[config.mk]
export PLATFORM = sky130hd
export DESIGN_NAME = uart_rx_scheduler
export DESIGN_NICKNAME = d
export VERILOG_FILES = /design/src/rtl/definitions_pkg.sv /design/src/rtl/uart_rx_fifo.sv /design/src/rtl/uart_rx_scheduler.sv
export SDC_FILE = /design/constraint.sdc
export NUM_CORES = 1
export LEC_CHECK = 0
export ABC_AREA = 0
export CORE_MARGIN = 2
export CORE_UTILIZATION = 55
export DETAILED_ROUTE_END_ITERATION = 6
export DONT_BUFFER_PORTS = 1
export PLACE_DENSITY = 0.71
export SLEW_MARGIN = 20
export SYNTH_ARGS = -nofsm -noshare
export SYNTH_HDL_FRONTEND = slang
export SYNTH_SLANG_ARGS = --single-unit
[constraint.sdc]
create_clock -name clk -period 7.1 [get_ports clk]
set_input_delay 2.13 -clock clk [delete_from_list [all_inputs] [get_ports clk]]
set_output_delay 2.13 -clock clk [all_outputs]
set_load 0.03 [all_outputs]
[src/rtl/definitions_pkg.sv]
// Shared receive-path constants and the scheduler state type.
package definitions_pkg;

    localparam int OVERSAMPLE_RATE      = 16;
    localparam int HOLD_TIME            = 7;
    localparam int TIMEOUT_BITS_DEFAULT = 4;

    typedef enum logic [1:0] {
        OFF   = 2'd0,
        IDLE  = 2'd1,
        FRAME = 2'd2,
        HOLD  = 2'd3
    } sched_state_t;

endpackage

[src/rtl/uart_rx_fifo.sv]
// Show-ahead byte FIFO: head_data is registered and always holds the oldest entry.
module uart_rx_fifo #(
    parameter int FIFO_DEPTH = 4
) (
    input  logic                          clk,
    input  logic                          rst,
    input  logic                          push,
    input  logic [7:0]                    push_data,
    input  logic                          pop,
    output logic                          push_ok,
    output logic                          pop_ok,
    output logic [7:0]                    head_data,
    output logic                          full,
    output logic                          empty,
    output logic [$clog2(FIFO_DEPTH):0]   count
);

    localparam int AW = $clog2(FIFO_DEPTH);
    localparam int CW = AW + 1;

    logic [7:0]    mem [FIFO_DEPTH];
    logic [AW-1:0] wr_ptr_q, wr_ptr_d;
    logic [AW-1:0] rd_ptr_q, rd_ptr_d;
    logic [CW-1:0] count_q, count_d;
    logic [7:0]    head_q, head_d;

    assign empty     = (count_q == '0);
    assign full      = (count_q == CW'(FIFO_DEPTH));
    assign count     = count_q;
    assign head_data = head_q;

    always_comb begin
        pop_ok   = pop & ~empty;
        // A pop frees a slot in the same cycle, so a full FIFO still accepts.
        push_ok  = push & (~full | pop_ok);
        wr_ptr_d = push_ok ? wr_ptr_q + AW'(1) : wr_ptr_q;
        rd_ptr_d = pop_ok  ? rd_ptr_q + AW'(1) : rd_ptr_q;
        count_d  = count_q;
        case ({push_ok, pop_ok})
            2'b10:   count_d = count_q + CW'(1);
            2'b01:   count_d = count_q - CW'(1);
            default: count_d = count_q;
        endcase
        // Bypass the byte being written when it becomes the new head.
        if (push_ok && (wr_ptr_q == rd_ptr_d)) begin
            head_d = push_data;
        end else begin
            head_d = mem[rd_ptr_d];
        end
    end

    always_ff @(posedge clk) begin
        if (push_ok) begin
            mem[wr_ptr_q] <= push_data;
        end
    end

    always_ff @(posedge clk) begin
        if (rst) begin
            wr_ptr_q <= '0;
            rd_ptr_q <= '0;
            count_q  <= '0;
            head_q   <= '0;
        end else begin
            wr_ptr_q <= wr_ptr_d;
            rd_ptr_q <= rd_ptr_d;
            count_q  <= count_d;
            head_q   <= head_d;
        end
    end

endmodule

[src/rtl/uart_rx_scheduler.sv]
// Sequences the UART receiver: oversample tick, start gating, byte buffering, overrun, idle timeout.
// Define RX_SYNC_EN to put a 2-flop synchronizer between rx_pin and rx_line.
module uart_rx_scheduler
    import definitions_pkg::*;
#(
    parameter int FIFO_DEPTH   = 4,
    parameter int DIV_W        = 16,
    parameter int TIMEOUT_BITS = TIMEOUT_BITS_DEFAULT
) (
    input  logic                          clk,
    input  logic                          rst,
    input  logic                          enable,
    input  logic [DIV_W-1:0]              cfg_div,
    input  logic                          rx_pin,
    output logic                          rx_line,
    output logic                          s_tick,
    output logic                          rx_enabled,
    input  logic                          rx_busy,
    input  logic                          rx_done,
    input  logic [7:0]                    rx_data,
    output logic [7:0]                    rd_data,
    output logic                          rd_valid,
    input  logic                          rd_ready,
    output logic [$clog2(FIFO_DEPTH):0]   fifo_count,
    output logic                          overrun,
    input  logic                          clr_overrun,
    output logic                          rx_timeout
);

    localparam int CW        = $clog2(FIFO_DEPTH) + 1;
    localparam int TMO_LIMIT = TIMEOUT_BITS * OVERSAMPLE_RATE;
    localparam int TMO_W     = $clog2(TMO_LIMIT + 1);

    sched_state_t     state_q, state_d;
    logic [DIV_W-1:0] div_cnt_q, div_cnt_d, div_max;
    logic [TMO_W-1:0] tmo_cnt_q, tmo_cnt_d;
    logic             done_q, busy_q, line_q;
    logic             overrun_q, overrun_d;
    logic             fired_q, fired_d;
    logic             rx_timeout_q, rx_timeout_d;
    logic             done_rise, busy_rise, line_fall;
    logic             push_req, push_ok, pop_ok;
    logic             fifo_full, fifo_empty, full_after;
    logic             tmo_clear, tmo_inc, tmo_fire;
    logic [CW-1:0]    count;

`ifdef RX_SYNC_EN
    logic [1:0] sync_q, sync_d;

    always_comb begin
        sync_d = {sync_q[0], rx_pin};
    end

    always_ff @(posedge clk) begin
        if (rst) begin
            sync_q <= 2'b11;
        end else begin
            sync_q <= sync_d;
        end
    end

    assign rx_line = sync_q[1];
`else
    assign rx_line = rx_pin;
`endif

    assign done_rise = rx_done & ~done_q;
    assign busy_rise = rx_busy & ~busy_q;
    assign line_fall = ~rx_line & line_q;
    assign push_req  = (state_q == FRAME) & done_rise;

    uart_rx_fifo #(
        .FIFO_DEPTH (FIFO_DEPTH)
    ) u_fifo (
        .clk       (clk),
        .rst       (rst),
        .push      (push_req),
        .push_data (rx_data),
        .pop       (rd_ready),
        .push_ok   (push_ok),
        .pop_ok    (pop_ok),
        .head_data (rd_data),
        .full      (fifo_full),
        .empty     (fifo_empty),
        .count     (count)
    );

    assign rd_valid   = ~fifo_empty;
    assign fifo_count = count;
    assign overrun    = overrun_q;
    assign rx_timeout = rx_timeout_q;

    // Baud generator; a shrinking divisor that leaves div_cnt past the end ticks and wraps.
    always_comb begin
        div_max   = (cfg_div == '0) ? '0 : cfg_div - DIV_W'(1);
        s_tick    = (state_q != OFF) && (div_cnt_q >= div_max);
        div_cnt_d = '0;
        if (state_q != OFF && !s_tick) begin
            div_cnt_d = div_cnt_q + DIV_W'(1);
        end
    end

    always_comb begin
        full_after = (push_ok & ~pop_ok & (count == CW'(FIFO_DEPTH - 1)))
                   | (fifo_full & ~(pop_ok & ~push_ok));
        state_d    = state_q;
        rx_enabled = 1'b0;
        case (state_q)
            OFF: begin
                if (enable) state_d = IDLE;
            end
            IDLE: begin
                rx_enabled = 1'b1;
                if (!enable)        state_d = OFF;
                else if (busy_rise) state_d = FRAME;
                else if (fifo_full) state_d = HOLD;
            end
            FRAME: begin
                rx_enabled = 1'b1;
                if (done_rise) begin
                    if (!enable)        state_d = OFF;
                    else if (full_after) state_d = HOLD;
                    else                 state_d = IDLE;
                end
            end
            HOLD: begin
                if (!fifo_full) state_d = enable ? IDLE : OFF;
            end
            default: state_d = OFF;
        endcase
    end

    always_comb begin
        overrun_d = overrun_q;
        if ((push_req & fifo_full & ~pop_ok) | ((state_q == HOLD) & line_fall)) begin
            overrun_d = 1'b1;
        end else if (clr_overrun) begin
            overrun_d = 1'b0;
        end
    end

    // The fired flag keeps a stalled FIFO from re-reporting until it actually moves.
    always_comb begin
        tmo_clear = push_ok | pop_ok | (state_q != IDLE);
        tmo_inc   = (state_q == IDLE) & ~fifo_empty & s_tick
                  & (tmo_cnt_q != TMO_W'(TMO_LIMIT));
        tmo_fire  = ~tmo_clear & tmo_inc & (tmo_cnt_q == TMO_W'(TMO_LIMIT - 1)) & ~fired_q;
        tmo_cnt_d = tmo_cnt_q;
        if (tmo_clear)    tmo_cnt_d = '0;
        else if (tmo_inc) tmo_cnt_d = tmo_cnt_q + TMO_W'(1);
        fired_d = fired_q;
        if (push_ok | pop_ok) fired_d = 1'b0;
        else if (tmo_fire)    fired_d = 1'b1;
        rx_timeout_d = tmo_fire;
    end

    always_ff @(posedge clk) begin
        if (rst) begin
            state_q      <= OFF;
            div_cnt_q    <= '0;
            tmo_cnt_q    <= '0;
            done_q       <= 1'b0;
            busy_q       <= 1'b0;
            line_q       <= 1'b1;
            overrun_q    <= 1'b0;
            fired_q      <= 1'b0;
            rx_timeout_q <= 1'b0;
        end else begin
            state_q      <= state_d;
            div_cnt_q    <= div_cnt_d;
            tmo_cnt_q    <= tmo_cnt_d;
            done_q       <= rx_done;
            busy_q       <= rx_busy;
            line_q       <= rx_line;
            overrun_q    <= overrun_d;
            fired_q      <= fired_d;
            rx_timeout_q <= rx_timeout_d;
        end
    end

endmodule

== After elaboration in Yosys (flattened, before gate mapping) ==
Memory sizes are Yosys's and may differ from the RTL's. A register that Yosys moved wholly into a read port is not among the register bits.
Index checks and enable logic that the tools add are counted.
W data, S select, Z words.

* $add $sub $neg: 7
* Order comparisons: 1
* Eq/ne operators: 14
* Muxes and demuxes: 18
* Bitwise logic cells: 35
* Reduce and logical (&&, ||, !) cells: 14

{| class="wikitable"
|+ Operators by type and width
! kind !! number
|-
| $and A1 B1 Y1 || 19
|-
| $mux W2 || 9
|-
| $add A16 B1 Y16 const B || 1
|-
| $ge A16 B16 Y1 || 1
|-
| $logic_not A16 Y1 || 1
|-
| $mux W16 || 1
|-
| $sub A16 B1 Y16 const B || 1
|-
| $not A1 Y1 || 11
|-
| $pmux W2 S4 || 1
|-
| $reduce_or A2 Y1 || 4
|-
| $add A7 B1 Y7 const B || 1
|-
| $eq A7 B6 Y1 const B || 1
|-
| $ne A7 B7 Y1 const B || 1
|-
| $eq A2 B2 Y1 const B || 3
|-
| $mux W1 || 6
|-
| $ne A2 B2 Y1 const B || 3
|-
| $pmux W3 S2 || 1
|-
| $reduce_bool A2 Y1 || 3
|-
| $or A1 B1 Y1 || 5
|-
| $add A2 B1 Y2 const B || 2
|-
| $eq A2 B1 Y1 const B || 2
|-
| $ne A4 B4 Y1 const B || 1
|-
| $reduce_and A4 Y1 || 1
|-
| $add A3 B1 Y3 const B || 1
|-
| 8 further kinds || 9
|}

* Register bits: 38
* Bits in writable memories: 32
* Input port bits: 32
* Output and inout bits: 17
* Word-level logic and storage cells: 102
* Memories: 1

{| class="wikitable"
|+ Memory list
! name !! words !! bits a word !! read ports !! clocked after Yosys merged registers in !! write ports !! line !! source
|-
| u_fifo.mem || 4 || 8 || 1 || 1 || 1 || uart_rx_fifo.sv:21 || <nowiki>logic [7:0] mem [FIFO_DEPTH];</nowiki>
|}

== Depth between registers and ports, before layout ==
* Word-level depth: 14
* Mapped depth: 17
* Gate-level depth less buffers: 15

== Hierarchy ==
From an unflattened synthesis, not the netlist that was laid out.

* Cells, all modules: 443
* Area, all modules: 4404.2 um^2

{| class="wikitable"
|+ Modules (own cells, without submodules)
! module !! times used !! cells an instance !! area an instance (um^2) !! sequential area each (um^2)
|-
| uart_rx_fifo || 1 || 173 || 2254.7 || 1261.2
|-
| uart_rx_scheduler || 1 || 270 || 2149.6 || 620.6
|}

== Worst setup path after synthesis ==
No wires, ideal clock.

* Kind: in2out
* From: input port cfg_div[0]
* To: output port s_tick
* Arrival time: 5.028 ns
* Data required time: 4.970 ns
* Setup slack: -0.058 ns
* Cell stages on the path: 15
* Path buffers: 1
* Cells stage by stage: inv_1 > ha_1 > nand2b_1 > nor4_1 > nand3b_1 > nor4_1 > xor2_1 > nand2_1 > ha_1 > nand4_1 > or2_1 > nor4_4 > nor4_4 > buf_6 > nor2_1

* Longest elaborated chain between the ends: 4
* Elaborated cells on any way between the ends: 5
* Classes of those cells: add/sub: 1; order compare: 1; mux: 1; reduce/logical: 2

{| class="wikitable"
|+ Ends and longest elaborated chain
! item !! line !! source
|-
| start: declaration || uart_rx_scheduler.sv:13 || <nowiki>input logic [DIV_W-1:0] cfg_div,</nowiki>
|-
| $sub A16 B1 Y16 or $logic_not A16 Y1 (tied branches) || uart_rx_scheduler.sv:95 || <nowiki>div_max = (cfg_div == '0) ? '0 : cfg_div - DIV_W'(1);</nowiki>
|-
| $mux W16 * || uart_rx_scheduler.sv:95 ||
|-
| $ge A16 B16 Y1 * || uart_rx_scheduler.sv:96 || <nowiki>s_tick = (state_q != OFF) && (div_cnt_q >= div_max);</nowiki>
|-
| $logic_and A1 B1 Y1 * || uart_rx_scheduler.sv:96 ||
|-
| end: declaration || uart_rx_scheduler.sv:16 || <nowiki>output logic s_tick,</nowiki>
|}

Every way passes the cells marked *; elsewhere a longest branch is shown, timed or not.

== Final worst setup path ==
Same ends and word-level chain as after synthesis.

==> qor.csv <==
stage;metric;value;unit
synthesis;synth_ff_type;dfxtp_1;
worst_setup_path;required;4.97;ns
die;die_area;8810;um2
worst_setup_path;crit_path_end_kind;primary output;
clocking;ctsLongestPathBuffers;2;
worst_setup_path;crit_fanout;3;
synthesis;syn_inst;415;
synthesis;synth_area_per_cell;10.7;um2
synthesis;synth_cell_types;56;
worst_setup_path;critical-path-slowest-cell;nor4_4;
synthesis;synth_fp_nets;477;
die;ioPinCount;49;
worst_setup_path;worst_ep_arrival_time;4.67;ns
sta;min_period;6.80;ns
clocking;cts-buffers-inserted;9;
worst_setup_path;path_depth;14;
flow_run;cap_violations;0;
worst_setup_path;worstReg2RegEnd;u_fifo.head_data[3]$_SDFF_PP0_;
sta;skew;0.0134;ns
worst_setup_path;cp_slowest_stage_delay;0.34;ns
synthesis;synth-edff-count;32;
sta;worst_slack;0.303;ns
layout;area_growth;6.54;%
drt;vias;3022;
clocking;path_clk_slew;0.08;ns
worst_setup_path;crit_buf_inv;1;
synthesis;seq_area_frac_synth;42.4;%
clocking;clock-sinks;78;
die;rows;32;
layout;final_nets;477;
drt;viasPerCell;5.79;
power;vdd_drop_max;0.000104;V
power;leakagePower;1.68;nW
die;core_area;7770;um2
sta;fmax;0.147;GHz
global_route;grt_max_degree;26;
synthesis;yosys-top-cells-area;edfxtp_1, dfxtp_1, ha_1;
synthesis;syn-cell-area;4440;um2
power;p_seq_share;49.8;%
place;globalplace.congestion;0.817;
clocking;cts_hold_buf;0;
drt;drtIter0Drc;117;
worst_hold_path;hold_class;reg2reg;
synthesis;async_flop_share;0;%
worst_setup_path;r2r-start;u_fifo.count[0]$_SDFFE_PP0P_;
die;start_util;57.2;%
layout;fill_cells;657;
layout;drive_gt1_share;14.8;%
clocking;cts_resized;0;
clocking;post-cts-setup-buffer-count;0;
place;dp_hpwl;5940;um
worst_setup_path;crit_start;cfg_div[0];
synthesis;synth_top_area_share;21.6;%
power;comb_power_share;20.7;%
worst_setup_path;cp-start-kind;input pin;
run_status;status;completed;
global_route;grt_pass1_vias;3109;
sta;tightestPinTransition;0.686;ns
drt;wl_per_cell;15.6;um
synthesis;synth_top_area_cell;edfxtp_1;
sta;setup_viol;0;
clocking;cts_htree_levels;3;
sta;hold_viol;0;
die;die_width;93.9;um
drt;final_antenna_net_count;0;
drt;totalWireLength;8140;um
layout;antenna_cells;0;
sta;setup_tns;0;ns
sta;slew_headroom;54.2;%
place;dp_slack;0.0969;ns
die;dieHeight;93.9;um
global_route;grt_pass1_wl;14100;um
global_route;grt_usage;20.3;%
synthesis;yosysWarnings;0;
global_route;antenna_found_initial;0;
drt;firstDrtPassIters;4;
worst_setup_path;critPathCapture;s_tick;
power;power_frac_clock;29.4;%
sta;rsz0062_at_grt;no;
synthesis;yosysMostFrequentCell;dfxtp_1;
power;switching_share;33.2;%
sta;fin_crit_sh;95.7;%
place;portBuffers;0;
worst_setup_path;cp_top_family;simple AND/OR/NAND/NOR gates;
sta;drv_slew;0;
synthesis;synth_seq_cells;78;
worst_setup_path;r2r_slack;4.48;ns
synthesis;synthTopCellsByCount;dfxtp_1, nor2_1, nand2_1, edfxtp_1, ha_1;
power;internal_power;0.000780;W
power;p_per_area;247;nW/um2
clocking;clk-insertion-delay-late;0.35;ns
worst_setup_path;path_class;in2out;
drt;drc_errors;0;
power;power.net_switching;0.000388;W
worst_setup_path;rr_worst_depth;6;
global_route;grt_overflow;0;
clocking;root_buffer;clkbuf_8;
worst_setup_path;path_cells;inv_1 > ha_1 > nand2b_1 > nor4_2 > nand3b_1 > nor4_1 > xor2_1 > nand2_1 > ha_1 > nand4_1 > or2_1 > nor4_4 > nor4_4 > nor2_4;
clocking;cts_tree;yes;
[cells by family (layout without fill, tap and decap cells)]
family	Yosys count	in the layout	share of synthesized area, %
AO/OA/AOI/OAI	51	51	7.55
adder cells (fa/ha/maj)	30	30	8.62
buffers and inverters	32	37	3.47
multiplexers	24	24	9.92
flip-flops	78	78	42.4
AND/OR/NAND/NOR	167	167	21.4
XOR/XNOR	33	33	6.68
[layout make-up]
cell class              instances  area (um2)  share of cell area (%)
clock inverters                 7        80.1                    1.69
flip-flops and latches         78        1880                    39.8
well taps                     102         128                    2.70
inverters                      18        67.6                    1.43
repair buffers                  3        22.5                   0.476
multi-input cells             305        2430                    51.3
clock buffers                   9         124                    2.62
[routing by layer]
metal	up-vias	GRT usage [%]	routed length (um)
met3	7	3.29	307
met1	1456	24.7	3670
met2	53	37.0	4090
met5	-	0	0
met4	0	5.80	74
li1	1506	-	-
[placed cells by master (no fill, tap or decap), types with 8 or more instances in the layout]
| cell | n |
|---|---|
| and3_1 | 8 |
| dfxtp_1 | 45 |
| edfxtp_1 | 32 |
| nand3_1 | 11 |
| o21ai_0 | 9 |
| nand2_1 | 37 |
| xnor2_1 | 15 |
| mux2i_1 | 8 |
| a21oi_1 | 16 |
| nor2_4 | 10 |
| inv_1 | 18 |
| a211oi_1 | 11 |
| mux4_2 | 16 |
| clkbuf_8 | 9 |
| nand4_1 | 8 |
| nor2_1 | 42 |
| xor2_1 | 17 |
| ha_1 | 29 |
[state kept, by name, indices dropped and copies added, names as in the netlist, 2 cells and up]
| register | flops |
|---|---|
| tmo_cnt_q | 7 |
| u_fifo.mem | 32 |
| u_fifo.count | 3 |
| div_cnt_q | 16 |
| state_q | 2 |
| u_fifo.head_data | 8 |
| u_fifo.rd_ptr_q | 2 |
| u_fifo.wr_ptr_q | 2 |
[metrics by stage]
| stage | hold WS [ns] | instance area [um2] | utilization [%] | cells | total power [W] |
|---|---|---|---|---|---|
| after floorplan | 0.389 | 4440 | - | 415 | 0.000803 |
| after global placement | 0.404 | 4510 | 58.0 | 506 | 0.000827 |
| after detailed placement | 0.417 | 4510 | 58.0 | 506 | 0.000839 |
| after CTS | 0.429 | 4710 | 60.6 | 522 | 0.00118 |
| after global routing | 0.458 | 4730 | 60.9 | 522 | 0.00123 |
| final | 0.429 | 4730 | 60.9 | 522 | 0.00117 |
[worst min path at each step]
stage	from	end	slack [ns]	depth (start not counted)
final	fired_q$_SDFFE_PP0P_	rx_timeout$_SDFF_PP0_	0.43	1
after global routing	fired_q$_SDFFE_PP0P_	rx_timeout$_SDFF_PP0_	0.46	1
after CTS	fired_q$_SDFFE_PP0P_	rx_timeout$_SDFF_PP0_	0.43	1
after detailed placement	fired_q$_SDFFE_PP0P_	rx_timeout$_SDFF_PP0_	0.42	1
after global placement	fired_q$_SDFFE_PP0P_	rx_timeout$_SDFF_PP0_	0.40	1
after floorplan	fired_q$_SDFFE_PP0P_	rx_timeout$_SDFF_PP0_	0.39	1
[power by group through the flow]
stage | Sequential (W) | Clock [W] | Combinational, W
4_1_cts | 0.000584 | 0.000352 | 0.000245
3_5_place_dp | 0.000594 | 0 | 0.000245
2_1_floorplan | 0.000566 | 0 | 0.000236
5_1_grt | 0.000590 | 0.000372 | 0.000270
6_report | 0.000582 | 0.000344 | 0.000242
3_3_place_gp | 0.000592 | 0 | 0.000235
Note: power is estimated with default switching activity, not from simulation.
